===== src/rtl/button_panel_ctl.sv =====
`default_nettype none
// +----------------------------------------------------------------------------+
// | Module   : button_panel_ctl                                                |
// | Purpose  : Mouse-driven panel of N vertically stacked buttons. Reports     |
// |            hover/pressed status for highlighting and issues a one-cycle    |
// |            click pulse on press-and-release inside the same enabled        |
// |            button, followed by a hold-off window.                          |
// | Revision : 1.0  initial release                                            |
// +----------------------------------------------------------------------------+
module button_panel_ctl #(
  parameter int N_BTN       = 3,
  parameter int X0          = 800,
  parameter int Y0          = 100,
  parameter int BTN_W       = 120,
  parameter int BTN_H       = 40,
  parameter int Y_STEP      = 60,
  parameter int SYNC_STAGES = 2,
  parameter int HOLDOFF     = 1000
) (
  input  logic             clk,
  input  logic             rst,
  input  logic [11:0]      mouse_x,
  input  logic [11:0]      mouse_y,
  input  logic             left_mouse,
  input  logic [N_BTN-1:0] enable,
  output logic [N_BTN-1:0] hover,
  output logic [N_BTN-1:0] pressed,
  output logic [N_BTN-1:0] click
);

  localparam int IDX_W  = (N_BTN > 1) ? $clog2(N_BTN) : 1;
  localparam int CNT_W  = (HOLDOFF > 1) ? $clog2(HOLDOFF) : 1;
  localparam int WARM_W = $clog2(SYNC_STAGES + 2);

  localparam logic [1:0] S_IDLE     = 2'd0;
  localparam logic [1:0] S_ARMED    = 2'd1;
  localparam logic [1:0] S_WAIT_REL = 2'd2;
  localparam logic [1:0] S_HOLD     = 2'd3;

  localparam logic [12:0]       c_x_lo      = 13'(X0);
  localparam logic [12:0]       c_x_hi      = 13'(X0 + BTN_W);
  localparam logic [CNT_W-1:0]  c_hold_init = CNT_W'(HOLDOFF - 1);
  // Number of cycles after reset before left_s and left_p both reflect real
  // input samples; a rise seen before that is only the synchroniser refilling.
  localparam logic [WARM_W-1:0] c_warm_max  = WARM_W'(SYNC_STAGES + 1);

  logic [SYNC_STAGES-1:0] r_sync;
  logic                   r_left_p;
  logic [WARM_W-1:0]      r_warm;
  logic [N_BTN-1:0]       r_hit;
  logic [N_BTN-1:0]       r_hover;
  logic [N_BTN-1:0]       r_click;
  logic [1:0]             r_state;
  logic [1:0]             w_state_d;
  logic [IDX_W-1:0]       r_idx;
  logic [IDX_W-1:0]       w_idx_d;
  logic [CNT_W-1:0]       r_cnt;
  logic [CNT_W-1:0]       w_cnt_d;

  logic                   w_left_s;
  logic                   w_rise;
  logic                   w_fall;
  logic                   w_do_click;
  logic [12:0]            w_x13;
  logic [12:0]            w_y13;
  logic                   w_x_in;
  logic [N_BTN-1:0]       w_hit;
  logic [N_BTN-1:0]       w_hit_low;
  logic [N_BTN-1:0]       w_cand;
  logic [IDX_W-1:0]       w_cand_idx;
  logic [N_BTN-1:0]       w_pressed;
  logic [N_BTN-1:0]       w_click_d;

  // ---------------------------------------------------------------------------
  // Edge detection on the synchronised mouse button
  // ---------------------------------------------------------------------------
  assign w_left_s = r_sync[SYNC_STAGES-1];
  assign w_rise   = w_left_s & ~r_left_p & (r_warm == c_warm_max);
  assign w_fall   = ~w_left_s & r_left_p;

  // ---------------------------------------------------------------------------
  // Hit test, 13-bit unsigned so X0+BTN_W etc. cannot wrap
  // ---------------------------------------------------------------------------
  assign w_x13  = {1'b0, mouse_x};
  assign w_y13  = {1'b0, mouse_y};
  assign w_x_in = (w_x13 >= c_x_lo) && (w_x13 < c_x_hi);

  generate
    for (genvar gi = 0; gi < N_BTN; gi++) begin : g_hit
      localparam logic [12:0] c_y_lo = 13'(Y0 + gi * Y_STEP);
      localparam logic [12:0] c_y_hi = 13'(Y0 + gi * Y_STEP + BTN_H);
      assign w_hit[gi] = w_x_in && (w_y13 >= c_y_lo) && (w_y13 < c_y_hi);
    end
  endgenerate

  // Keep only the lowest-index hit should buttons ever overlap
  assign w_hit_low = w_hit & (~w_hit + N_BTN'(1));
  assign w_cand    = r_hit & enable;

  // Lowest enabled button under the cursor, used when arming
  always_comb begin
    w_cand_idx = '0;
    for (int i = N_BTN - 1; i >= 0; i--) begin
      if (w_cand[i]) w_cand_idx = IDX_W'(i);
    end
  end

  // Synchroniser, delayed copy, post-reset warm-up, hit and hover registers
  always_ff @(posedge clk) begin
    if (!rst) begin
      r_sync   <= '0;
      r_left_p <= 1'b0;
      r_warm   <= '0;
      r_hit    <= '0;
      r_hover  <= '0;
    end else begin
      r_sync   <= {r_sync[SYNC_STAGES-2:0], left_mouse};
      r_left_p <= w_left_s;
      if (r_warm != c_warm_max) r_warm <= r_warm + WARM_W'(1);
      r_hit    <= w_hit_low;
      r_hover  <= r_hit & enable;
    end
  end

  // FSM state register with armed index and hold-off counter
  always_ff @(posedge clk) begin
    if (!rst) begin
      r_state <= S_IDLE;
      r_idx   <= '0;
      r_cnt   <= '0;
    end else begin
      r_state <= w_state_d;
      r_idx   <= w_idx_d;
      r_cnt   <= w_cnt_d;
    end
  end

  // FSM next-state: arm on press over an enabled button, click on release over it
  always_comb begin
    w_state_d  = r_state;
    w_idx_d    = r_idx;
    w_cnt_d    = r_cnt;
    w_do_click = 1'b0;
    case (r_state)
      S_IDLE: begin
        if (w_rise) begin
          if (|w_cand) begin
            w_state_d = S_ARMED;
            w_idx_d   = w_cand_idx;
          end else begin
            w_state_d = S_WAIT_REL;
          end
        end
      end
      S_ARMED: begin
        // A disabled button cancels the press, even if released this cycle
        if (!enable[r_idx]) begin
          w_state_d = S_WAIT_REL;
        end else if (w_fall) begin
          if (r_hit[r_idx]) begin
            w_do_click = 1'b1;
            w_cnt_d    = c_hold_init;
            w_state_d  = S_HOLD;
          end else begin
            w_state_d  = S_IDLE;
          end
        end
      end
      S_WAIT_REL: begin
        if (!w_left_s) w_state_d = S_IDLE;
      end
      S_HOLD: begin
        if (r_cnt == '0) begin
          w_state_d = w_left_s ? S_WAIT_REL : S_IDLE;
        end else begin
          w_cnt_d = r_cnt - CNT_W'(1);
        end
      end
      default: w_state_d = S_IDLE;
    endcase
  end

  // FSM outputs: pressed follows the cursor while armed, click decode of the armed index
  always_comb begin
    w_pressed = '0;
    w_click_d = '0;
    for (int i = 0; i < N_BTN; i++) begin
      w_pressed[i] = (r_state == S_ARMED) && (r_idx == IDX_W'(i)) && r_hit[i];
      w_click_d[i] = w_do_click && (r_idx == IDX_W'(i));
    end
  end

  // One-cycle registered click pulse
  always_ff @(posedge clk) begin
    if (!rst) begin
      r_click <= '0;
    end else begin
      r_click <= w_click_d;
    end
  end

  assign hover   = r_hover;
  assign pressed = w_pressed;
  assign click   = r_click;

endmodule
`default_nettype wire


===== config.mk =====
export PLATFORM = sky130hd
export DESIGN_NAME = button_panel_ctl
export DESIGN_NICKNAME = d
export VERILOG_FILES = /design/src/rtl/button_panel_ctl.sv
export SDC_FILE = /design/constraint.sdc
export NUM_CORES = 1
export LEC_CHECK = 0
export ABC_AREA = 1
export CAP_MARGIN = 15
export CORE_ASPECT_RATIO = 1.4
export CORE_MARGIN = 2
export CORE_UTILIZATION = 48
export CTS_CLUSTER_SIZE = 40
export DETAILED_ROUTE_END_ITERATION = 8
export GPL_ROUTABILITY_DRIVEN = 0
export GPL_TIMING_DRIVEN = 0
export PLACE_DENSITY = 0.78
export SLEW_MARGIN = 20
export SYNTH_ARGS = -nofsm -noshare
export SYNTH_HDL_FRONTEND = slang
export SYNTH_SLANG_ARGS = --single-unit

===== constraint.sdc =====
create_clock -name clk -period 1.6 [get_ports clk]
set_input_delay 0.32 -clock clk [delete_from_list [all_inputs] [get_ports clk]]
set_output_delay 0.32 -clock clk [all_outputs]
set_load 0.005 [all_outputs]

* After elaboration in Yosys (flattened, before gate mapping)
Cells that the tools add are included.
Operators by class: bitwise operators 8, equality and inequality tests 15, add/sub/neg operators 3, reductions and logical operators 24, mux-type cells 25, order comparisons 9
Operators by type and width (number):
- two-way mux 10 bit | 4
- >= comparator 12 x 8 -> 1 bit (second input constant) | 2
- < comparator 12 x 8 -> 1 bit (second input constant) | 2
- two-way mux 2 bit | 11
- case mux 10 bit (2 select lines) | 1
- logical AND 1 bit | 16
- != test 2 bit (second input constant) | 8
- >= comparator 12 x 10 -> 1 bit (second input constant) | 1
- >= comparator 12 x 7 -> 1 bit (second input constant) | 1
- < comparator 12 x 10 -> 1 bit (second input constant) | 1
- < comparator 12 x 9 -> 1 bit (second input constant) | 1
- zero test 10 bit | 1
- subtractor 10 x 1 -> 10 bit (second input constant) | 1
- == test 2 bit (second input constant) | 4
- case mux 2 bit (4 select lines) | 1
- bitwise AND 3 bit | 2
- two-way mux 1 bit | 6
- AND reduction 5 bit | 1
- binary-select mux 1 bit (select 2 bit) | 2
- == test 2 x 1 -> 1 bit (second input constant) | 2
- zero test 2 bit | 2
- AND reduction 4 bit | 1
- adder 3 x 1 -> 3 bit (second input constant) | 1
- bitwise AND 1 bit | 3
- 8 further kinds | 9
Word-level totals: word-level logic and storage cells 93, bits of input ports 30, output and inout port bits 9, register bits after elaboration 28

* Longest topological paths before layout
Gate-level depths: netlist (run 1).
word-level depth 7, gate-level depth with buffers 10, mapped depth without buffers 10

* Least setup slack after synthesis (run 1)
No wires, ideal clock.
kind flip-flop to flip-flop, start point register r_cnt[0], end point register r_cnt[9], stages on the path, launching flop included 10, data required time 1.489 ns, setup time 0.111 ns, arrival time 1.207 ns, clock period less this slack 1.318 ns, setup slack 0.282 ns, path buffers 0, cells stage by stage dfxtp_1 > inv_1 > ha_1 > nand3_1 > o21bai_4 > nand2_4 > nand2_4 > nand2_1 > nand2_1 > nor2_1
Between the ends: longest elaborated chain between the ends 3, elaborated cells between the ends (all ways) 6, those cells by class add/sub (1); eq/ne (1); mux (2); reduce/logical (2)
RTL lines:
- from (decl) | line 57 | logic [CNT_W-1:0] r_cnt;
- from (signal assigned) | line 134 | r_cnt <= w_cnt_d;
- subtractor 10 x 1 -> 10 bit or zero test 10 bit (tied branches) | line 176, 173
- two-way mux 10 bit or != test 2 bit (tied branches)
- case mux 10 bit (2 select lines) or AND reduction 5 bit (tied branches)
Several ways; a longest one is shown, not always the timed one. The select of a mux whose other input is x is not followed. A chain may end at the register's enable or synchronous reset.

* Final worst setup path (run 1)
start point register r_idx[0], end point output pressed[2]
Between the ends: longest elaborated chain between the ends 3
RTL lines:
- from (decl) | line 55 | logic [IDX_W-1:0] r_idx;
- from (signal assigned) | line 133 | r_idx <= w_idx_d;
- == test 2 bit | line 188 | w_pressed[i] = (r_state == S_ARMED) && (r_idx == IDX_W'(i)) && r_hit[i];
- logical AND 1 bit (2 in series) | line 188
- to (decl) | line 27 | output logic [N_BTN-1:0] pressed,
Every way passes these cells.

==> PnR_summary.wiki, run 1 <==
{| class="wikitable"
! Metric !! Value
|-
| Count of endpoints failing hold in the final timing report || 0
|-
| Maximum level of the CTS H-tree || 1
|-
| Hold path startpoint || r_sync[0]
|-
| Post-Syn Area per Cell || 6.574 um^2
|-
| Chip width || 52.05 um
|-
| Data required time of the worst path || 1.28 ns
|-
| Number of buffers inserted by port buffering || 32
|-
| Seq cells post-synth || 28
|-
| Min cycle time layout || between 1.5 and 2 ns
|-
| Worst skew pair latency || 0.28 ns
|-
| Critical path startpoint || r_idx[0]
|-
| Number of global-route vias before repair || 1507
|-
| FMAX || 658.7 MHz
|-
| Final number of max-transition violations || 0
|-
| Remaining Overflow, GRT || 0
|-
| First-pass DRT Iterations || 4
|-
| Post-synthesis net count || 269
|-
| Post-synthesis cell area || 0.001551 mm^2
|-
| Leak Pwr || about 0.95 nW
|-
| Share of cells above drive strength 1 || roughly 14%
|-
| Number of maximum-capacitance constraint violations || 0
|-
| Root buf cell || clkbuf_8
|-
| Highest ir drop seen on vdd || 0.4910 mV
|-
| Area of the core || roughly 0.0031 mm^2
|-
| Slowest stage cell, crit path || dfxtp_2
|-
| Kind of start point of the critical path || flip-flop
|-
| Avg Vias per Cell || 5.076
|-
| Crit path largest cell delay || 0.37 ns
|-
| Pin count of the biggest net entering global routing || 16
|-
| Critical Setup Path Class || reg -> out
|-
| # IOs || 39
|-
| Via count || roughly 1600
|-
| Power density over cell area || 637.3 mW/mm^2
|-
| Fraction of the yosys area taken by sequential cells || 36.13%
|-
| CTS tree || yes
|-
| Placement row count || 24
|-
| Critical path data arrival time || 1.20 ns
|-
| Wire length of the first global-routing pass || 5968 um
|-
| Worst reg2reg startpoint || r_cnt[0]
|-
| Die footprint || 0.003710 mm^2
|-
| Post-synthesis cell count || 236
|-
| Largest driver fanout on the critical path || 5
|-
| Total power || 1.289 mW
|-
| Final antenna-violating net count || 0
|-
| Estimated wirelength of the detail-placed design || 2554 um
|-
| Final clock skew || 0.01017 ns
|-
| Number of antenna diodes || 0
|-
| Total of warnings raised by yosys || 0
|-
| Relative max-transition margin || 68.54%
|-
| Clock buffers created by TritonCTS || 3
|-
| Sink Count || 28
|-
| DRC errors left || 0
|-
| Effective utilization at floorplan || between 50 and 60%
|-
| Worst hold path type || reg -> reg
|-
| Status || completed
|-
| Setup violators final || 0
|-
| Antenna violations before repair || 0
|-
| Number of DRC markers in iteration 0 || 33
|-
| Average detailed-routed wire length per instance || roughly 11 um
|-
| CTS Hold Bufs || 0
|-
| Clock buffer depth || 2
|-
| Crit path cell chain || inv_2 -> nand3_1 -> nor2_1 -> dlygate4sd2_1
|-
| Total routing resource utilization after global routing || roughly 21%
|-
| Total negative slack || 0 ns
|-
| Most used cells in the layout excluding fill and tap cells || 55 x nand2_1, 39 x nor2_1, 29 x clkdlybuf4s50_1
|-
| Count of cell types in the netlist || 28
|-
| Fill cell count || between 200 and 300
|-
| Crit share post-route || about 95%
|-
| Layout area overhead || 30.32%
|-
| Final wirelength || 3365 um
|-
| Number of nets in the layout || 310
|-
| Actual transition at the worst max-transition pin || 0.4719 ns
|-
| Die span in y || just over 70 um
|-
| Reg clk slew, reported paths || 0.10 ns
|-
| Critical path capture point type || primary output
|-
| Most common cell after layout, fill and taps aside || nand2_1
|-
| Unrepaired setup endpoints after global routing || no
|}
## cell type report
cell class | count | area [um^2] | area share [%]
buffer | 2 | 7.507 | 0.3713
inverter | 32 | 120.1 | 5.941
sequential | 28 | 568.0 | 28.09
clock buffer | 4 | 55.05 | 2.723
multi-input combinational | 174 | 875.8 | 43.32
tap | 39 | 48.80 | 2.413
timing repair buffer | 36 | 346.6 | 17.14
## critical path, delay by kind of cell, from the launching register on
kind / cells / cell delay [ns]
buf+inv: 2 / 0.33
flops: 1 / 0.37
simple gates: 2 / 0.23
## kinds of logic (layout without fill, tap and decap cells)
| family | Yosys count | count (layout) | share of synthesized area (%) |
|---|---|---|---|
| AOI/OAI and AO/OA | 24 | 24 | 9.113 |
| adders and majority gates | 3 | 3 | 2.420 |
| xor gates and xnor gates | 2 | 2 | 1.129 |
| DFF | 28 | 28 | 36.13 |
| buffers and inverters | 34 | 74 | 8.226 |
| and+or+nand+nor | 145 | 145 | 42.98 |
## cells in the mapped netlist
master    instances  area [um^2]
nand3_1          20        100.1
clkbuf_1          2        7.510
nor4_1            1        6.260
xor2_1            2        17.52
nor2_1           41        153.9
nor3_1            3        15.01
ha_1              3        37.54
inv_2             4        15.01
nand2_2           3        18.77
nor2_2            5        31.28
nand4_1           4        25.02
o21ai_1           1        5.000
dfxtp_1          28        560.5
or2_2             1        6.260
inv_1            28        105.1
nand3_2           2        20.02
nand3b_1          3        22.52
o21ai_0           6        30.03
o211ai_1          1        7.510
nor2_4            1        11.26
a21oi_1          13        65.06
or3_4             1        11.26
o31ai_1           1        7.510
nand2_4           2        22.52
o21bai_4          1        18.77
or2_1             2        12.51
a22oi_1           1        7.510
nand2_1          56        210.2
## through the flow
| step | setup WS, ns | instances | instance area [um^2] | util, % | hold WS (ns) |
|---|---|---|---|---|---|
| 2_1_floorplan | 0.2818 | 236 | 1551 | - | 0.3905 |
| 3_3_place_gp | -0.07658 | 307 | 1921 | 62.10 | 0.3940 |
| 5_1_grt | 0.002375 | 315 | 2022 | 65.37 | 0.4627 |
| 6_report | 0.08179 | 315 | 2022 | 65.37 | 0.4295 |
| 4_1_cts | 0.07667 | 313 | 2002 | 64.72 | 0.4258 |
| 3_5_place_dp | -0.08039 | 307 | 1921 | 62.10 | 0.4019 |
## sequential cells by signal (all words and copies together), names as in the netlist, 2 cells and up
signal	cells
r_sync	2
r_state	2
hover	3
r_cnt	10
r_idx	2
r_warm	2
r_hit	3
click	3
## power by group
part	switching, mW	internal [mW]	total (mW)
Clock	0.220	0.221	0.440
Sequential	0.00922	0.708	0.717
Combinational	0.0581	0.0731	0.131
Total	0.287	1.00	1.29
## path summary, 6_finish.rpt
kind           endpoint  slack [ns]  depth (start not counted)
min reg2reg   r_sync[1]        0.43                          2
min           r_sync[1]        0.43                          2
max          pressed[2]        0.08                          4
max reg2reg    r_cnt[5]        0.13                          8
## layer usage
metal / wire length (um) / vias to the layer above / global-route usage, %
met3: 128 / 6 / 1.875
met2: 1816 / 51 / 38.82
li1: - / 829 / -
met1: 1357 / 713 / 22.90
met4: 62 / 0 / 9.064
met5: 0 / - / 0
## repair_timing
action,in CTS,in global routing
endpoints found under the setup margin,3,8
pin swaps,1,2
endpoints found under the hold margin,0,0
buffers inserted,2,2
gates resized for setup,12,3
No activity file was read; power rests on OpenSTA's default activity.
==> run 2: changes to the inputs <==
Settings changed: CORE_ASPECT_RATIO 1.4 to 0.6, PLACE_DENSITY 0.78 to 0.79, TNS_END_PERCENT from default to 10.
==> run 2 against run 1 <==
- sequential share of layout area grew 0.40 points
- wire length shrank 1.0%
- total power shrank 5.0%
- largest cell class unchanged
==> PnR_summary.wiki, run 2 (synthesis results as in run 1) <==
{| class="wikitable"
! Metric !! Value
|-
| Status || completed
|-
| Relative max-transition margin || 69.15%
|-
| Met2 wire length || about 1300 um
|-
| Data required time of the worst path || 1.28 ns
|-
| Total routing resource utilization after global routing || 19.59%
|-
| Number of standard cells in the layout, taps in and fillers out || 315
|-
| Number of maximum-capacitance constraint violations || 0
|-
| FMAX || between 600 and 700 MHz
|-
| FF/Latch Area || roughly 570 um^2
|-
| Met1 wire length || approximately 1800 um
|-
| Clock buffer depth || 2
|-
| Via count || about 1500
|-
| Critical path capture point type || primary output
|-
| Antenna violations before repair || 0
|-
| Setup violators final || 0
|-
| Highest ir drop seen on vdd || 0.4173 mV
|-
| Final wirelength || 3331 um
|-
| Layout area overhead || 28.23%
|-
| Count of endpoints failing hold in the final timing report || 0
|-
| Critical Setup Path Class || reg -> out
|-
| Most used cells in the layout excluding fill and tap cells || 56 x nand2_1, 40 x nor2_1, 29 x clkdlybuf4s50_1
|-
| Number of nets in the layout || 308
|-
| DRC errors left || 0
|-
| Final antenna-violating net count || 0
|-
| Crit share post-route || 96.51%
|-
| Die span in y || 48.04 um
|-
| Summed area of non-filler cells in the final layout || slightly below 0.002 mm^2
|-
| Placed Cells || 310
|-
| Number of global-route vias before repair || 1288
|-
| Effective utilization at floorplan || between 50% and 60%
|-
| Share of cells above drive strength 1 || 11.72%
|-
| Placement row count || 15
|-
| Final clock skew || between 0.007 and 0.008 ns
|-
| Maximum level of the CTS H-tree || 1
|-
| Avg Vias per Cell || between 4 and 5
|-
| Number of antenna diodes || 0
|-
| Wire length of the first global-routing pass || 5637 um
|-
| Sink Count || 28
|-
| First-pass DRT Iterations || 4
|-
| Pin count of the biggest net entering global routing || 15
|-
| Unrepaired setup endpoints after global routing || no
|-
| Critical path data arrival time || 1.22 ns
|-
| CTS tree || yes
|-
| Crit path largest cell delay || 0.38 ns
|-
| Remaining Overflow, GRT || 0
|-
| Average detailed-routed wire length per instance || approximately 11 um
|-
| CTS Hold Bufs || 0
|-
| Number of buffers inserted by port buffering || 32
|-
| Min cycle time layout || 1.544 ns
|-
| Clock buffers created by TritonCTS || 3
|-
| Most common cell after layout, fill and taps aside || nand2_1
|-
| Number of flip-flops under the largest register name || 10
|-
| Estimated wirelength of the detail-placed design || roughly 2600 um
|-
| Root buf cell || clkbuf_8
|-
| Leak Pwr || 0.9215 nW
|-
| Slowest stage cell, crit path || dfxtp_4
|-
| Highest routed metal layer || met4
|-
| Area of the core || 0.002965 mm^2
|-
| # IOs || 39
|-
| Fill cell count || 270
|-
| Multi-input combinational cell area || 870.8 um^2
|-
| Worst hold path type || reg -> reg
|-
| Cell area after placement || 0.001924 mm^2
|-
| Largest driver fanout on the critical path || 4
|-
| Met3 routed wirelength || 251 um
|-
| Worst skew pair latency || 0.28 ns
|-
| Hold path cells || 2
|-
| Actual transition at the worst max-transition pin || around 0.46 ns
|-
| Crit path cell chain || inv_2 -> nor2_4 -> inv_1 -> nor2_1 -> clkdlybuf4s15_1
|-
| Power density over cell area || 615.3 mW/mm^2
|-
| Chip width || 77.40 um
|-
| Kind of start point of the critical path || flip-flop
|-
| Register with the most flip-flops || r_cnt
|-
| Number of DRC markers in iteration 0 || 138
|-
| Die footprint || 0.003718 mm^2
|-
| Reg clk slew, reported paths || ~0.09 ns
|-
| Final number of max-transition violations || 0
|-
| Number of cells on the worst reg-to-reg path || 9
|}
==> run 2: cell count changes in the layout (fill, tap and decap cells not counted), sizes merged <==
cell / before / now
clkdlybuf4s15: 0 / 2
dlygate4sd2: 3 / 0
buf: 4 / 2
==> run 2: report_power, final <==
group | leakage [nW] | switching [mW] | internal (mW)
Combinational | 0.672 | 0.0577 | 0.0725
Sequential | 0.228 | 0.00876 | 0.708
Clock | 0.0216 | 0.208 | 0.169
==> run 2: what timing repair did <==
| action | CTS | global route |
|---|---|---|
| pin swaps | 1 | 1 |
| setup endpoints to repair | 3 | 8 |
| gates resized for setup | 9 | 6 |
| setup buffers | 1 | 1 |
==> run 2: worst paths after layout <==
path / startpoint / endpoint / slack, ns
max: r_state[0] / pressed[1] / 0.06
min: r_sync[0] / r_sync[1] / 0.42
max reg2reg: r_cnt[0] / r_cnt[9] / 0.10
min reg2reg: r_sync[0] / r_sync[1] / 0.42
==> run 2: metal layers <==
| layer | up-vias | global-route usage [%] |
|---|---|---|
| li1 | 827 | - |
| met3 | 2 | 4.151 |
| met1 | 657 | 28.31 |
| met4 | 0 | 5.000 |
| met2 | 54 | 30.26 |
| met5 | - | 0 |
==> run 2: area by class of cell <==
type / count / share of cell area [%]
Inverter: 32 / 6.038
Sequential cell: 28 / 28.49
Timing Repair Buffer: 34 / 16.60
Buffer: 2 / 0.3774
Tap cell: 42 / 2.642
Multi-Input combinational cell: 174 / 43.77
Clock buffer: 3 / 2.075
==> run 2: stage by stage <==
step	total power [mW]	util (%)	setup WS (ns)	setup TNS (ns)	hold slack [ns]
detailed placement	0.8647	64.89	-0.09514	-0.6425	0.4014
global placement	0.8617	64.89	-0.06760	-0.4177	0.3924
finish	1.224	67.09	0.05591	0	0.4166
floorplan	0.7892	-	0.2818	0	0.3905
global route	1.272	67.09	0.00008293	0	0.4322
CTS	1.237	66.67	0.03472	0	0.4223
==> run 2: worst max-delay path, delay by kind of cell, from the launching register on <==
kind	cells	cell delay, ns
flip-flops	1	0.38
buffers and inverters	3	0.34
AND/OR/NAND/NOR	2	0.22
==> run 3: changes to the inputs <==
Settings changed: CORE_UTILIZATION 48 to 45, PLACE_DENSITY 0.79 to 0.75.
==> run 3 against run 2 <==
- count of clock-buffer cells in the layout grew 1
- core utilization decreased by 6.2 points
- register-to-register slack gained 0.03 ns
- largest cell class unchanged
- combinational power barely moved
- sequential power is essentially flat
- setup slack worse by 0.0065 ns
- critical path depth down 1
- sequential cell count stayed put
- maximum frequency decreased by 0.42%
- clock skew decreased by 0.0055 ns
- critical endpoint is now pressed[2]
==> PnR_summary.wiki, run 3 (synthesis results as in run 1) <==
{| class="wikitable"
! Metric !! Value
|-
| Estimated wirelength of the detail-placed design || 2573 um
|-
| Wire length of the first global-routing pass || 5727 um
|-
| Final antenna-violating net count || 0
|-
| Hold endpoint || r_cnt[1]
|-
| Most common cell after layout, fill and taps aside || nand2_1
|-
| Largest driver fanout on the critical path || 5
|-
| Layout area overhead || 28.95%
|-
| Worst reg2reg startpoint || r_cnt[1]
|-
| Unrepaired setup endpoints after global routing || yes
|-
| Kind of start point of the critical path || flip-flop
|-
| Number of nets in the layout || 307
|-
| Register with the most flip-flops || r_cnt
|-
| CTS tree || yes
|-
| First-pass DRT Iterations || 4
|-
| Remaining Overflow, GRT || 0
|-
| Clock buffer depth || 2
|-
| Number of maximum-capacitance constraint violations || 0
|-
| Total routing resource utilization after global routing || 18.44%
|-
| Critical register-to-register path endpoint || r_cnt[9]
|-
| Final setup margin || slightly below 0.05 ns
|-
| Most used cells in the layout excluding fill and tap cells || 56 x nand2_1, 40 x nor2_1, 29 x clkdlybuf4s50_1
|-
| Data required time of the worst path || 1.28 ns
|-
| Maximum level of the CTS H-tree || 1
|-
| Critical path capture point type || primary output
|-
| Effective utilization at floorplan || around 47%
|-
| Final clock skew || 0.001664 ns
|-
| Number of buffers inserted by port buffering || 32
|-
| Actual transition at the worst max-transition pin || 0.4309 ns
|-
| Setup slack on the worst flop-to-flop path || around 0.13 ns
|-
| FMAX || 644.9 MHz
|-
| Status || completed
|-
| Highest ir drop seen on vdd || ~0.34 mV
|-
| Worst hold path type || in -> reg
|-
| Slowest stage cell, crit path || dfxtp_2
|-
| Cell area after placement || 0.001928 mm^2
|-
| Critical Setup Path Class || reg -> out
|-
| Final number of max-transition violations || 0
|-
| Number of DRC markers in iteration 0 || about 160
|-
| Average detailed-routed wire length per instance || 10.31 um
|-
| Number of global-route vias before repair || roughly 1300
|-
| Root buf cell || clkbuf_8
|-
| Count of endpoints failing hold in the final timing report || 0
|-
| Crit path largest cell delay || 0.36 ns
|-
| Setup violators final || 0
|-
| # IOs || 39
|-
| Total power || between 1 and 1.5 mW
|-
| Die span in y || 49.48 um
|-
| Via count || about 1500
|-
| Number of cells on the worst reg-to-reg path || 9
|-
| Antenna violations before repair || 0
|-
| Share of cells above drive strength 1 || 11.72%
|-
| Clock buffers created by TritonCTS || 3
|-
| CTS Hold Bufs || 0
|-
| Avg Vias per Cell || 4.849
|-
| Critical path data arrival time || approximately 1.2 ns
|-
| Worst slack at placement || -0.07786 ns
|-
| Final wirelength || approximately 3300 um
|-
| Worst skew pair latency || 0.27 ns
|-
| Pin count of the biggest net entering global routing || 16
|-
| Hold path startpoint || rst
|-
| Chip width || 79.81 um
|-
| Number of flip-flops under the largest register name || 10
|-
| Leak Pwr || 0.9359 nW
|-
| Crit share post-route || a little over nine tenths
|-
| Number of antenna diodes || 0
|-
| Crit path cell chain || inv_1 -> nand3_1 -> nor2_1 -> dlygate4sd2_1
|-
| Area of the core || 0.003283 mm^2
|-
| DRC errors left || 0
|-
| Placement row count || 16
|-
| Sink Count || 28
|-
| Hold path cells || 3
|-
| Die footprint || 0.003949 mm^2
|-
| Summed area of non-filler cells in the final layout || 0.002001 mm^2
|-
| Relative max-transition margin || about 71%
|-
| Reg clk slew, reported paths || 0.09 ns
|-
| Min cycle time layout || 1.551 ns
|-
| Power density over cell area || 636.8 mW/mm^2
|}
-- run 3: cell count changes in the layout (fill, tap and decap cells not counted), sizes merged --
cell,delta
buf,-1
clkdlybuf4s15,-2
dlygate4sd2,+3
-- run 3: area by class of cell --
class | count | area (um^2)
Fill cell | 299 | 1282
Multi-Input combinational cell | 174 | 870.8
Sequential cell | 28 | 566.8
Timing Repair Buffer | 33 | 324.1
Inverter | 32 | 120.1
Tap cell | 45 | 56.30
Clock buffer | 4 | 55.05
Buffer | 2 | 7.507
-- run 3: timing repair --
item,4_1_cts,5_1_grt
buffers inserted,1,0
gates cloned,0,0
resized for setup,6,6
pin swaps,1,2
setup endpoints to repair,3,11
-- run 3: how the worst max path moves through the flow --
stage | start | to | slack, ns | cells after the start
after floorplan | r_cnt[0] | r_cnt[9] | 0.28 | 9
after global placement | enable[2] | r_cnt[9] | -0.06 | 9
after detailed placement | enable[2] | r_cnt[9] | -0.08 | 9
after CTS | r_state[0] | pressed[0] | 0.04 | 5
after global routing | r_idx[0] | pressed[2] | -0.01 | 4
final | r_idx[0] | pressed[2] | 0.05 | 4
-- run 3: report_power, final --
| part | internal [mW] | switching [mW] |
|---|---|---|
| combinational | 0.0730 | 0.0560 |
| clock | 0.220 | 0.207 |
| sequential | 0.708 | 0.00950 |
-- run 3: routing by layer --
layer	vias up	track usage, %	share of wire [%]
met2	37	26.33	40
met4	0	3.672	0.73
met5	-	0	0
li1	822	-	-
met3	4	4.762	6.5
met1	679	28.00	53
-- run 3: stage by stage --
stage          setup TNS, ns  hold WS, ns  util, %  cells
2_1_floorplan              0       0.3905        -    236
3_3_place_gp         -0.2962       0.3959    58.73    313
3_5_place_dp         -0.3697       0.4200    58.73    313
4_1_cts                    0       0.4357    60.71    318
5_1_grt             -0.01778       0.4506    60.94    318
6_report                   0       0.4258    60.94    318
-- run 3: critical path, delay by kind of cell (launching register included) --
family / cells / cell delay [ns]
buf+inv: 2 / 0.36
flops: 1 / 0.36
simple gates: 2 / 0.24
